### config.mk
export PLATFORM = sky130hd
export DESIGN_NAME = vdp_port_sequencer
export DESIGN_NICKNAME = d
export VERILOG_FILES = /design/src/rtl/vdp_seq_pkg.sv /design/src/rtl/vdp_seq_fifo.sv /design/src/rtl/vdp_port_sequencer.sv
export SDC_FILE = /design/constraint.sdc
export NUM_CORES = 1
export LEC_CHECK = 0
export BUFFER_PORTS_ARGS = -buffer_cell sky130_fd_sc_hd__buf_2
export CORE_MARGIN = 2
export CORE_UTILIZATION = 40
export DETAILED_ROUTE_END_ITERATION = 8
export GPL_TIMING_DRIVEN = 1
export PLACE_DENSITY = 0.75
export SYNTH_ARGS = -nofsm -noshare
export SYNTH_HDL_FRONTEND = slang
export SYNTH_SLANG_ARGS = --single-unit
### constraint.sdc
create_clock -name clk -period 1.6 [get_ports clk]
set_input_delay 0.48 -clock clk [delete_from_list [all_inputs] [get_ports clk]]
set_output_delay 0.48 -clock clk [all_outputs]
set_load 0.1 [all_outputs]
### src/rtl/vdp_seq_pkg.sv
// Shared types and sizing for the VDP port sequencer.
// VDP_SEQ_FIFO_EN selects a 4-deep command FIFO; otherwise a single holding register is used.
package vdp_seq_pkg;

    typedef enum logic [1:0] {
        IDLE    = 2'd0,
        SETUP   = 2'd1,
        STROBE  = 2'd2,
        RECOVER = 2'd3
    } seq_state_t;

    typedef struct packed {
        logic       wr;
        logic       mode;
        logic [7:0] data;
    } seq_cmd_t;

`ifdef VDP_SEQ_FIFO_EN
    localparam int FIFO_DEPTH = 4;
`else
    localparam int FIFO_DEPTH = 1;
`endif

endpackage

### src/rtl/vdp_seq_fifo.sv
// In-order command FIFO with show-ahead head output; depth 1 collapses to a holding register.
module vdp_seq_fifo
    import vdp_seq_pkg::*;
#(
    parameter int DEPTH = FIFO_DEPTH
)
(
    input  logic     clk,
    input  logic     RESET,
    input  logic     i_push,
    input  seq_cmd_t i_din,
    input  logic     i_pop,
    output seq_cmd_t o_dout,
    output logic     o_full,
    output logic     o_empty
);

    logic w_push;
    logic w_pop;

    assign w_push = i_push && !o_full;
    assign w_pop  = i_pop && !o_empty;

    if (DEPTH == 1) begin : g_hold
        logic     r_valid;
        seq_cmd_t r_cmd;

        always_ff @(posedge clk) begin
            if (RESET) begin
                r_valid <= 1'b0;
                r_cmd   <= '0;
            end else if (w_push) begin
                r_valid <= 1'b1;
                r_cmd   <= i_din;
            end else if (w_pop) begin
                r_valid <= 1'b0;
            end
        end

        assign o_full  = r_valid;
        assign o_empty = !r_valid;
        assign o_dout  = r_cmd;
    end else begin : g_ring
        localparam int PW = $clog2(DEPTH);
        localparam int CW = $clog2(DEPTH + 1);

        seq_cmd_t      r_mem [DEPTH];
        logic [PW-1:0] r_wr_ptr;
        logic [PW-1:0] r_rd_ptr;
        logic [CW-1:0] r_count;

        always_ff @(posedge clk) begin
            if (RESET) begin
                r_wr_ptr <= '0;
                r_rd_ptr <= '0;
                r_count  <= '0;
            end else begin
                if (w_push)
                    r_wr_ptr <= (r_wr_ptr == PW'(DEPTH - 1)) ? '0 : r_wr_ptr + 1'b1;
                if (w_pop)
                    r_rd_ptr <= (r_rd_ptr == PW'(DEPTH - 1)) ? '0 : r_rd_ptr + 1'b1;
                // Simultaneous push and pop leaves the occupancy unchanged.
                case ({w_push, w_pop})
                    2'b10:   r_count <= r_count + 1'b1;
                    2'b01:   r_count <= r_count - 1'b1;
                    default: r_count <= r_count;
                endcase
            end
        end

        always_ff @(posedge clk) begin
            if (w_push)
                r_mem[r_wr_ptr] <= i_din;
        end

        assign o_full  = (r_count == CW'(DEPTH));
        assign o_empty = (r_count == '0);
        assign o_dout  = r_mem[r_rd_ptr];
    end

endmodule

### src/rtl/vdp_port_sequencer.sv
// Sequences queued read/write commands onto the VDP CPU port with setup/strobe/recovery timing.
// Command queue depth is 4 with VDP_SEQ_FIFO_EN defined, otherwise a single holding register.
module vdp_port_sequencer
    import vdp_seq_pkg::*;
#(
    parameter int SETUP_CYC    = 2,
    parameter int STROBE_CYC   = 6,
    parameter int RECOVERY_CYC = 8
)
(
    input  logic       clk,
    input  logic       RESET,
    input  logic       req_valid,
    output logic       req_ready,
    input  logic       req_wr,
    input  logic       req_mode,
    input  logic [7:0] req_data,
    output logic       rsp_valid,
    output logic [7:0] rsp_data,
    output logic       busy,
    output logic       vdp_csr_n,
    output logic       vdp_csw_n,
    output logic       vdp_mode,
    output logic [0:7] vdp_cd_o,
    input  logic [0:7] vdp_cd_i
);

    seq_cmd_t   w_din;
    seq_cmd_t   w_head;
    logic       w_full;
    logic       w_empty;
    logic       w_pop;
    logic       w_capture;
    seq_state_t r_state;
    seq_state_t w_state_next;
    logic [7:0] r_cnt;
    logic [7:0] w_cnt_next;
    logic       r_wr;
    logic       r_mode;
    logic [7:0] r_cd;
    logic       r_csr_n;
    logic       r_csw_n;
    logic       r_rsp_valid;
    logic [7:0] r_rsp_data;

    assign w_din = '{wr: req_wr, mode: req_mode, data: req_data};

    vdp_seq_fifo #(.DEPTH(FIFO_DEPTH)) u_fifo (
        .clk     (clk),
        .RESET   (RESET),
        .i_push  (req_valid),
        .i_din   (w_din),
        .i_pop   (w_pop),
        .o_dout  (w_head),
        .o_full  (w_full),
        .o_empty (w_empty)
    );

    always_comb begin
        w_state_next = r_state;
        w_cnt_next   = r_cnt;
        w_pop        = 1'b0;
        w_capture    = 1'b0;
        case (r_state)
            IDLE: begin
                if (!w_empty) begin
                    w_pop        = 1'b1;
                    w_state_next = SETUP;
                    w_cnt_next   = 8'(SETUP_CYC - 1);
                end
            end
            SETUP: begin
                if (r_cnt == 8'd0) begin
                    w_state_next = STROBE;
                    w_cnt_next   = 8'(STROBE_CYC - 1);
                end else begin
                    w_cnt_next = r_cnt - 1'b1;
                end
            end
            STROBE: begin
                if (r_cnt == 8'd0) begin
                    w_state_next = RECOVER;
                    w_cnt_next   = 8'(RECOVERY_CYC - 1);
                    w_capture    = !r_wr;
                end else begin
                    w_cnt_next = r_cnt - 1'b1;
                end
            end
            RECOVER: begin
                if (r_cnt == 8'd0)
                    w_state_next = IDLE;
                else
                    w_cnt_next = r_cnt - 1'b1;
            end
            default: w_state_next = IDLE;
        endcase
    end

    always_ff @(posedge clk) begin
        if (RESET) begin
            r_state     <= IDLE;
            r_cnt       <= 8'd0;
            r_wr        <= 1'b0;
            r_mode      <= 1'b0;
            r_cd        <= 8'd0;
            r_csr_n     <= 1'b1;
            r_csw_n     <= 1'b1;
            r_rsp_valid <= 1'b0;
            r_rsp_data  <= 8'd0;
        end else begin
            r_state <= w_state_next;
            r_cnt   <= w_cnt_next;
            if (w_pop) begin
                r_wr   <= w_head.wr;
                r_mode <= w_head.mode;
                r_cd   <= w_head.data;
            end
            // Strobes are registered from the next state so they are glitch-free at the pins.
            r_csw_n     <= !((w_state_next == STROBE) && r_wr);
            r_csr_n     <= !((w_state_next == STROBE) && !r_wr);
            r_rsp_valid <= w_capture;
            if (w_capture)
                r_rsp_data <= vdp_cd_i;
        end
    end

    assign req_ready = !w_full;
    assign busy      = !w_empty || (r_state != IDLE);
    assign vdp_csr_n = r_csr_n;
    assign vdp_csw_n = r_csw_n;
    assign vdp_mode  = r_mode;
    assign vdp_cd_o  = r_cd;
    assign rsp_valid = r_rsp_valid;
    assign rsp_data  = r_rsp_data;

endmodule

# Word-level counts from Yosys, hierarchy flattened
# Index checks and enable logic that the tools add are counted.
[totals]
register_bits = 42
input_bits = 21
out_inout_bits = 22
elab_cells = 50
[op_classes]
add_sub_neg = 1
eq_ne = 6
muxes = 16
n_reduce_logical = 14
[op_table]
columns = ["cell", "count"]
rows = [
  ["2-to-1 mux 8 bit", 4],
  ["case mux 8 bit (4 select lines)", 1],
  ["logical NOT 8 bit", 1],
  ["2-to-1 mux 2 bit", 4],
  ["case mux 2 bit (4 select lines)", 1],
  ["subtractor 8 x 1 -> 8 bit, second input constant", 1],
  ["== test 2 bit, second input constant", 3],
  ["2-to-1 mux 1 bit", 6],
  ["logical AND 1 bit", 4],
  ["logical NOT 1 bit", 4],
  ["nonzero test 2 bit", 2],
  ["== test 2 x 1 -> 1 bit, second input constant", 1],
  ["logical NOT 2 bit", 1],
  ["inequality test 2 x 1 -> 1 bit, second input constant", 1],
  ["inequality test 2 bit, second input constant", 1],
  ["AND reduction 2 bit", 1],
  ["logical OR 1 bit", 1],
]

# Longest topological paths before layout
# Gate-level depths: netlist (run 1).
[depth]
depth_word = 6
depth_mapped = 7
mapped_depth_nobuf = 6

# Cells and area by module
# A second synthesis (run 1) with hierarchy kept.
[hier_totals]
hier_cells = 206
area_unflattened_um2 = 1856.8
[by_module_without_submodules]
columns = ["module", "instances", "cells_per_inst", "area_per_inst_um2", "seq_area_each_um2"]
rows = [
  ["vdp_port_sequencer", 1, 156, 1342.5, 620.6],
  ["vdp_seq_fifo", 1, 50, 514.2, 220.2],
]

# Worst setup path before layout (run 1)
# Ideal clock, no wire load.
[synth_path]
kind = "register to register"
start = "register u_fifo.g_hold.r_valid (netlist: u_fifo.o_full)"
end = "register r_cnt[5]"
setup_ns = 0.070
arrival_time_ns = 1.999
t_required_ns = 1.530
slack_ns = -0.469
path_stages_with_launch = 5
n_path_buf = 0
synth_period_minus_slack_ns = 2.069
path_cell_list = "dfxtp_1 or3_1 nand2_1 or4b_1 a21oi_1"
[synth_via]
elab_chain_len = 2
[synth_lines]
columns = ["element", "line", "rtl"]
rows = [
  ["start, declared", "vdp_seq_fifo.sv:25", "logic r_valid;"],
  ["start signal, assigned", "vdp_seq_fifo.sv:30", "r_valid <= 1'b0;"],
  ["start signal, assigned", "vdp_seq_fifo.sv:33", "r_valid <= 1'b1;"],
  ["start signal, assigned", "vdp_seq_fifo.sv:36", "r_valid <= 1'b0;"],
  ["inequality test 2 x 1 -> 1 bit (no line)", "--", ""],
  ["AND reduction 2 bit (no line)", "--", ""],
  ["end signal, assigned", "vdp_port_sequencer.sv:112", "r_cnt <= w_cnt_next;"],
  ["end, declared", "vdp_port_sequencer.sv:36", "logic [7:0] r_cnt;"],
]
# Every way passes these cells.
# A chain may end at the register's enable or synchronous reset.

# Worst setup path in the final report (run 1)
[layout_path]
start = "register r_state[1]"
end = "output port busy"
[layout_via]
elab_chain_len = 2
[layout_lines]
columns = ["element", "line", "rtl"]
rows = [
  ["start, declared", "vdp_port_sequencer.sv:34", "seq_state_t r_state;"],
  ["start signal, assigned", "vdp_port_sequencer.sv:111", "r_state <= w_state_next;"],
  ["nonzero test 2 bit", "vdp_port_sequencer.sv:128", "assign busy = !w_empty || (r_state != IDLE);"],
  ["logical OR 1 bit", "vdp_port_sequencer.sv:128", ""],
  ["end, declared", "vdp_port_sequencer.sv:20", "output logic busy,"],
]
# Every way passes these cells.

==> results of run 1 <==
==> cell type report <==
type,instances,area (µm²),share of cell area
multi-input combinational,146,848,0.373
sequential,42,845,0.371
clock inverter,2,13.8,0.00605
timing repair buffer,63,418,0.184
clock buffer,6,72.6,0.0319
tap,50,62.6,0.0275
inverter,3,15.0,0.00660
==> synthesized netlist by cell type (all sizes together) <==
cell type	number	area [µm²]
nand2	47	176
dfxtp	42	841
a21oi	26	130
nor2	19	71.3
mux2i	8	80.1
clkbuf	7	26.3
nor3	5	25.0
o21ai	5	25.0
buf	4	18.8
nand3	4	20.0
nor2b	4	25.0
a31oi	3	18.8
inv	3	11.3
nand2b	3	18.8
nand4	3	18.8
a211oi	2	15.0
or3	2	12.5
or4b	2	20.0
a211o	1	8.76
a22oi	1	7.51
a32oi	1	8.76
and3	1	6.26
ha	1	12.5
nand4b	1	8.76
nor4b	1	15.0
o211ai	1	7.51
o311ai	1	8.76
o31ai	1	21.3
o41ai	1	8.76
or2	1	6.26
xor2	1	8.76
==> worst min path at each step <==
stage,end,depth (start not counted)
after floorplan,vdp_csw_n,1
after global placement,vdp_csw_n,1
after detailed placement,vdp_csw_n,1
after CTS,rsp_data[5],3
after global routing,u_fifo.o_dout[4],3
final,rsp_data[5],3
==> sequential cells by signal (all words and copies together) (netlist names) <==
signal and count:
u_fifo.o_dout 10, r_cnt 8, rsp_data 8, vdp_cd_o 8, r_state 2, r_wr 1
rsp_valid 1, u_fifo.o_full 1, vdp_csr_n 1, vdp_csw_n 1, vdp_mode 1
==> timing repair <==
action                     CTS  global route
buffers inserted             0             2
hold buffers                 0             0
setup endpoints to repair   12            17
resized for setup           10             7
pin swaps                    4             2
hold endpoints to repair     0             0
==> stage by stage <==
stage	hold WS (ns)	area [µm²]	TNS (ns)
6_report	0.412	2270	-0.103
2_1_floorplan	0.374	1710	0
4_1_cts	0.405	2230	-0.0855
3_3_place_gp	0.408	2100	0
5_1_grt	0.411	2270	-0.474
3_5_place_dp	0.420	2100	-0.113
==> critical path: stages, from the launching register on <==
cell,delay (ns)
dfxtp_1,0.32
or3_4,0.40
buf_12,0.18
==> logic make-up after synthesis <==
family	count (synthesis)	share of synthesized area
AND/OR/NAND/NOR	93	0.252
multiplexers	8	0.0476
flip-flops	42	0.500
adder cells (fa/ha/maj)	1	0.00743
AO/OA/AOI/OAI	43	0.155
XOR/XNOR	1	0.00521
buffers and inverters	14	0.0335
==> per-layer routing <==
| layer | track usage | wire (µm) | vias up |
|---|---|---|---|
| li1 | - | - | 810 |
| met1 | 0.227 | 1760 | 736 |
| met2 | 0.285 | 2010 | 46 |
| met3 | 0.0617 | 222 | 8 |
| met4 | 0.0858 | 61 | 0 |
| met5 | 0 | 0 | - |
==> power by group through the flow <==
stage	Combinational [mW]	Clock, mW	Sequential (mW)
after floorplan	1.18	0	1.68
after global placement	2.07	0	1.34
after detailed placement	2.10	0	1.35
after CTS	2.24	0.693	1.34
after global routing	2.50	0.729	1.37
final	2.34	0.676	1.35
==> results.sh, run 1 <==
export IMPL_n_fill_cell=371
export IMPL_die_h_um=68.9
export IMPL_reg2reg_to="r_cnt[5]"
export IMPL_powerDensity_mw_per_mm2=1920
export IMPL_p_int_mw=2.42
export IMPL_nets=283
export IMPL_crit_end="busy"
export IMPL_layout_drive_gt1_share=0.332
export IMPL_row_count=23
export IMPL_vias=1600
export IMPL_drt_iter0_drc=96
export IMPL_path_clk_slew_ns=0.08
export IMPL_wl_per_cell_um=13.0
export IMPL_yosysUniqueCellTypes=32
export IMPL_coreArea_mm2=0.00403
export IMPL_layout_common_cells="47 x nand2_1, 40 x buf_2, 39 x dfxtp_1"
export IMPL_power_mw=4.36
export IMPL_slew_violations=0
export IMPL_viasPerCell=5.13
export IMPL_fin_util=0.565
export IMPL_max_freq_ghz=0.600
export IMPL_root_buffer="clkbuf_8"
export IMPL_synth_seq_area_share=0.500
export IMPL_rsz0062_at_grt="true"
export IMPL_switchingPower_mw=1.94
export IMPL_yosys_warnings=0
export IMPL_end_kind="primary output"
export IMPL_start_util=0.418
export IMPL_io_buffers=42
export IMPL_final_common_cell="nand2_1"
export IMPL_tightestPinTransition_ns=0.498
export IMPL_grt_pass1_vias=1495
export IMPL_fin_ws_ns=-0.0676
export IMPL_die_w_um=68.9
export IMPL_cts_buffer_depth=2
export IMPL_slew_headroom=0.668
export IMPL_syn_num_nets=224
export IMPL_ys_seq_elements=42
export IMPL_die_area_mm2=0.00474
export IMPL_report_final_hold_viol_count=0
export IMPL_p_comb_frac=0.535
export IMPL_period_needed_ns=1.67
export IMPL_finalSetupViolCount=3
export IMPL_insertedDiodeCount=0
export IMPL_ant_nets=0
export IMPL_critPathLaunch="r_state[1]"
export IMPL_clkSinkCount=42
export IMPL_irDropWorstVdd_mv=0.744
export IMPL_antenna_found_initial=0
export IMPL_overflow=0
export IMPL_final_cells=312
export IMPL_dp_cells=302
export IMPL_fin_skew_ns=0.00548
export IMPL_min_from="vdp_cd_i[2]"
export IMPL_power_frac_seq=0.310
export IMPL_p_leak_nw=1.00
export IMPL_cts_tree="yes"
export IMPL_drc=0
export IMPL_synthCells=202
export IMPL_hold_path_class="input pin to flop"
export IMPL_post_route_period_util=1.04
export IMPL_startpoint_type="flop"
export IMPL_gr_usage_all_layers=0.183
export IMPL_avgSynthCellArea_um2=8.33
export IMPL_insertion_delay_ns=0.29
export IMPL_clkPwrFrac=0.155
export IMPL_h_tree_depth=2
export IMPL_area_delta_synth_final_pct=35.2
export IMPL_place_gp_congestion=0.904
export IMPL_ff2ff_setup_slack_ns=-0.03
export IMPL_pre_cts_slack_ns=-0.0366
export IMPL_syn_cell_area_mm2=0.00168
export IMPL_hpwl_um=2810
export IMPL_first_pass_iters=4
export IMPL_switching_share=0.446
export IMPL_run_status="complete, but fails checks"
export IMPL_wirelength_um=4050
export IMPL_path_class="flop to primary output"
export IMPL_crit_fanout=2
export IMPL_violations="negative setup slack"
export IMPL_numCtsBuffers=5
export IMPL_grt_max_degree=25
export IMPL_r2r_start="r_cnt[4]"
export IMPL_reg2reg_depth=4
export IMPL_grt_first_pass_wirelength_um=6420
export IMPL_drv_cap=0
export IMPL_cp_arrival_ns=1.19
export IMPL_ios=43
export IMPL_crit_required_ns=1.12
No activity file was read; power rests on OpenSTA's default activity.
==> inputs of run 2 (changes only) <==
CORE_ASPECT_RATIO = 0.5   (was unset)
PLACE_DENSITY = 0.73   (was 0.75)
clock period = 2 ns   (was 1.6 ns; I/O delays follow)
==> results.sh, run 2 (same netlist as run 1, synthesis figures left out) <==
export IMPL_run_status="finished clean"
export IMPL_post_route_period_util=0.944
export IMPL_row_count=16
export IMPL_ios=43
export IMPL_hpwl_um=2600
export IMPL_crit_required_ns=1.40
export IMPL_setup_tns_ns=0
export IMPL_drt_iter0_drc=91
export IMPL_slew_violations=0
export IMPL_clkSinkCount=42
export IMPL_cp_arrival_ns=1.29
export IMPL_final_common_cell="nand2_1"
export IMPL_die_area_mm2=0.00477
export IMPL_grt_first_pass_wirelength_um=6340
export IMPL_fin_skew_ns=0.00697
export IMPL_use_met3=0.0459
export IMPL_switching_share=0.428
export IMPL_holdWs_ns=0.420
export IMPL_hold_end="vdp_csw_n"
export IMPL_drv_cap=0
export IMPL_wirelength_um=3680
export IMPL_switchingPower_mw=1.45
export IMPL_layout_drive_gt1_share=0.252
export IMPL_antenna_found_initial=0
export IMPL_path_cells="or3_4, buf_8"
export IMPL_irDropWorstVdd_mv=0.566
export IMPL_first_pass_iters=4
export IMPL_powerDensity_mw_per_mm2=1590
export IMPL_overflow=0
export IMPL_grt_max_degree=24
export IMPL_slowest_stage="or3_4"
export IMPL_reg2reg_depth=6
export IMPL_crit_fanout=6
export IMPL_io_buffers=42
export IMPL_clkPwrFrac=0.234
export IMPL_tightestPinTransition_ns=0.489
export IMPL_viasPerCell=5.02
export IMPL_grt_use_met2=0.275
export IMPL_layout_common_cells="47 x nand2_1, 42 x dfxtp_1, 41 x buf_2"
export IMPL_path_class="flop to primary output"
export IMPL_whs_path_depth=1
export IMPL_p_int_mw=1.95
export IMPL_r2r_start="r_cnt[0]"
export IMPL_area_delta_synth_final_pct=26.9
export IMPL_die_w_um=95.7
export IMPL_largest_reg_flops=10
export IMPL_grt_pass1_vias=1439
export IMPL_n_fill_cell=373
export IMPL_reg2reg_to="r_cnt[5]"
export IMPL_cts_buffer_depth=2
export IMPL_finalSetupViolCount=0
export IMPL_vias=1526
export IMPL_cts_tree="yes"
export IMPL_fin_area_mm2=0.00214
export IMPL_insertedDiodeCount=0
export IMPL_place_area_mm2=0.00198
export IMPL_root_buffer="clkbuf_8"
export IMPL_report_final_hold_viol_count=0
export IMPL_insertion_delay_ns=0.30
export IMPL_cts_setup_buffers=0
export IMPL_p_leak_nw=0.939
export IMPL_rsz0062_at_grt="false"
export IMPL_ant_nets=0
export IMPL_nets=271
export IMPL_numCtsBuffers=5
export IMPL_h_tree_depth=2
export IMPL_power_frac_seq=0.312
export IMPL_end_kind="primary output"
export IMPL_hold_path_class="flop to flop"
export IMPL_path_clk_slew_ns=0.08
export IMPL_grt_busiest_layer="met2"
export IMPL_max_freq_ghz=0.530
export IMPL_critPathMaxStageDelay_ns=0.44
export IMPL_multiInputGateArea_um2=791
export IMPL_met1_usage=0.218
export IMPL_regArea_um2=841
export IMPL_die_h_um=49.9
export IMPL_min_from="r_wr"
export IMPL_p_comb_frac=0.454
export IMPL_power_mw=3.40
export IMPL_ff2ff_setup_slack_ns=0.15
export IMPL_wl_per_cell_um=12.1
export IMPL_start_util=0.425
export IMPL_slew_headroom=0.676
export IMPL_coreArea_mm2=0.00396
export IMPL_drc=0
export IMPL_gr_usage_all_layers=0.170
export IMPL_place_gp_congestion=0.835
export IMPL_period_needed_ns=1.89
export IMPL_fin_util=0.539
export IMPL_startpoint_type="flop"
==> run 2: changes by cell type in the layout (fill, tap and decap cells not counted), moves of 3 or more <==
| cell | previous run | this run |
|---|---|---|
| buf_12 | 3 | 0 |
| buf_4 | 18 | 9 |
| dfxtp_1 | 39 | 42 |
| dfxtp_2 | 3 | 0 |
| inv_1 | 0 | 3 |
| nor3_1 | 2 | 5 |
==> run 2: how the worst max path moves through the flow <==
stage                     to  depth (start not counted)     startpoint
global placement        busy                          2  u_fifo.o_full
detailed placement  r_cnt[5]                          6       r_cnt[0]
finish                  busy                          2  u_fifo.o_full
global route            busy                          2  u_fifo.o_full
floorplan           r_cnt[5]                          4  u_fifo.o_full
CTS                     busy                          2  u_fifo.o_full
==> run 2: final cells by class <==
type / count / area share
clock buffers: 5 / 0.0322
clock inverters: 3 / 0.0322
inverters: 3 / 0.00527
multi-input cells: 146 / 0.370
flip-flops and latches: 42 / 0.394
well taps: 54 / 0.0316
repair buffers: 51 / 0.135
==> run 2: critical path, delay by kind of cell (launching register included) <==
| family | cells | cell delay (ns) |
|---|---|---|
| buf+inv | 1 | 0.19 |
| flops | 1 | 0.36 |
| simple gates | 1 | 0.44 |
==> run 2: power groups by stage <==
stage / combinational, mW / clock [mW] / sequential [mW]
final: 1.54 / 0.796 / 1.06
after global routing: 1.66 / 0.848 / 1.08
after CTS: 1.54 / 0.810 / 1.06
after detailed placement: 1.49 / 0 / 1.07
after global placement: 1.47 / 0 / 1.07
after floorplan: 0.880 / 0 / 1.34
==> run 2: timing repair <==
action	in CTS	in global routing
gates resized for setup	4	0
hold buffers	0	0
setup endpoints to repair	1	0
==> run 2: layer usage <==
layer | wire length, µm | share of wire
met5 | 0 | 0
met3 | 188 | 0.051
met1 | 1750 | 0.47
met2 | 1710 | 0.47
met4 | 31 | 0.0084
==> run 2: per-stage QoR <==
| step | std cells | worst slack (ns) |
|---|---|---|
| detailed placement | 296 | 0.164 |
| global route | 304 | 0.0653 |
| floorplan | 202 | 0.288 |
| finish | 304 | 0.113 |
| global placement | 296 | 0.215 |
| CTS | 304 | 0.110 |
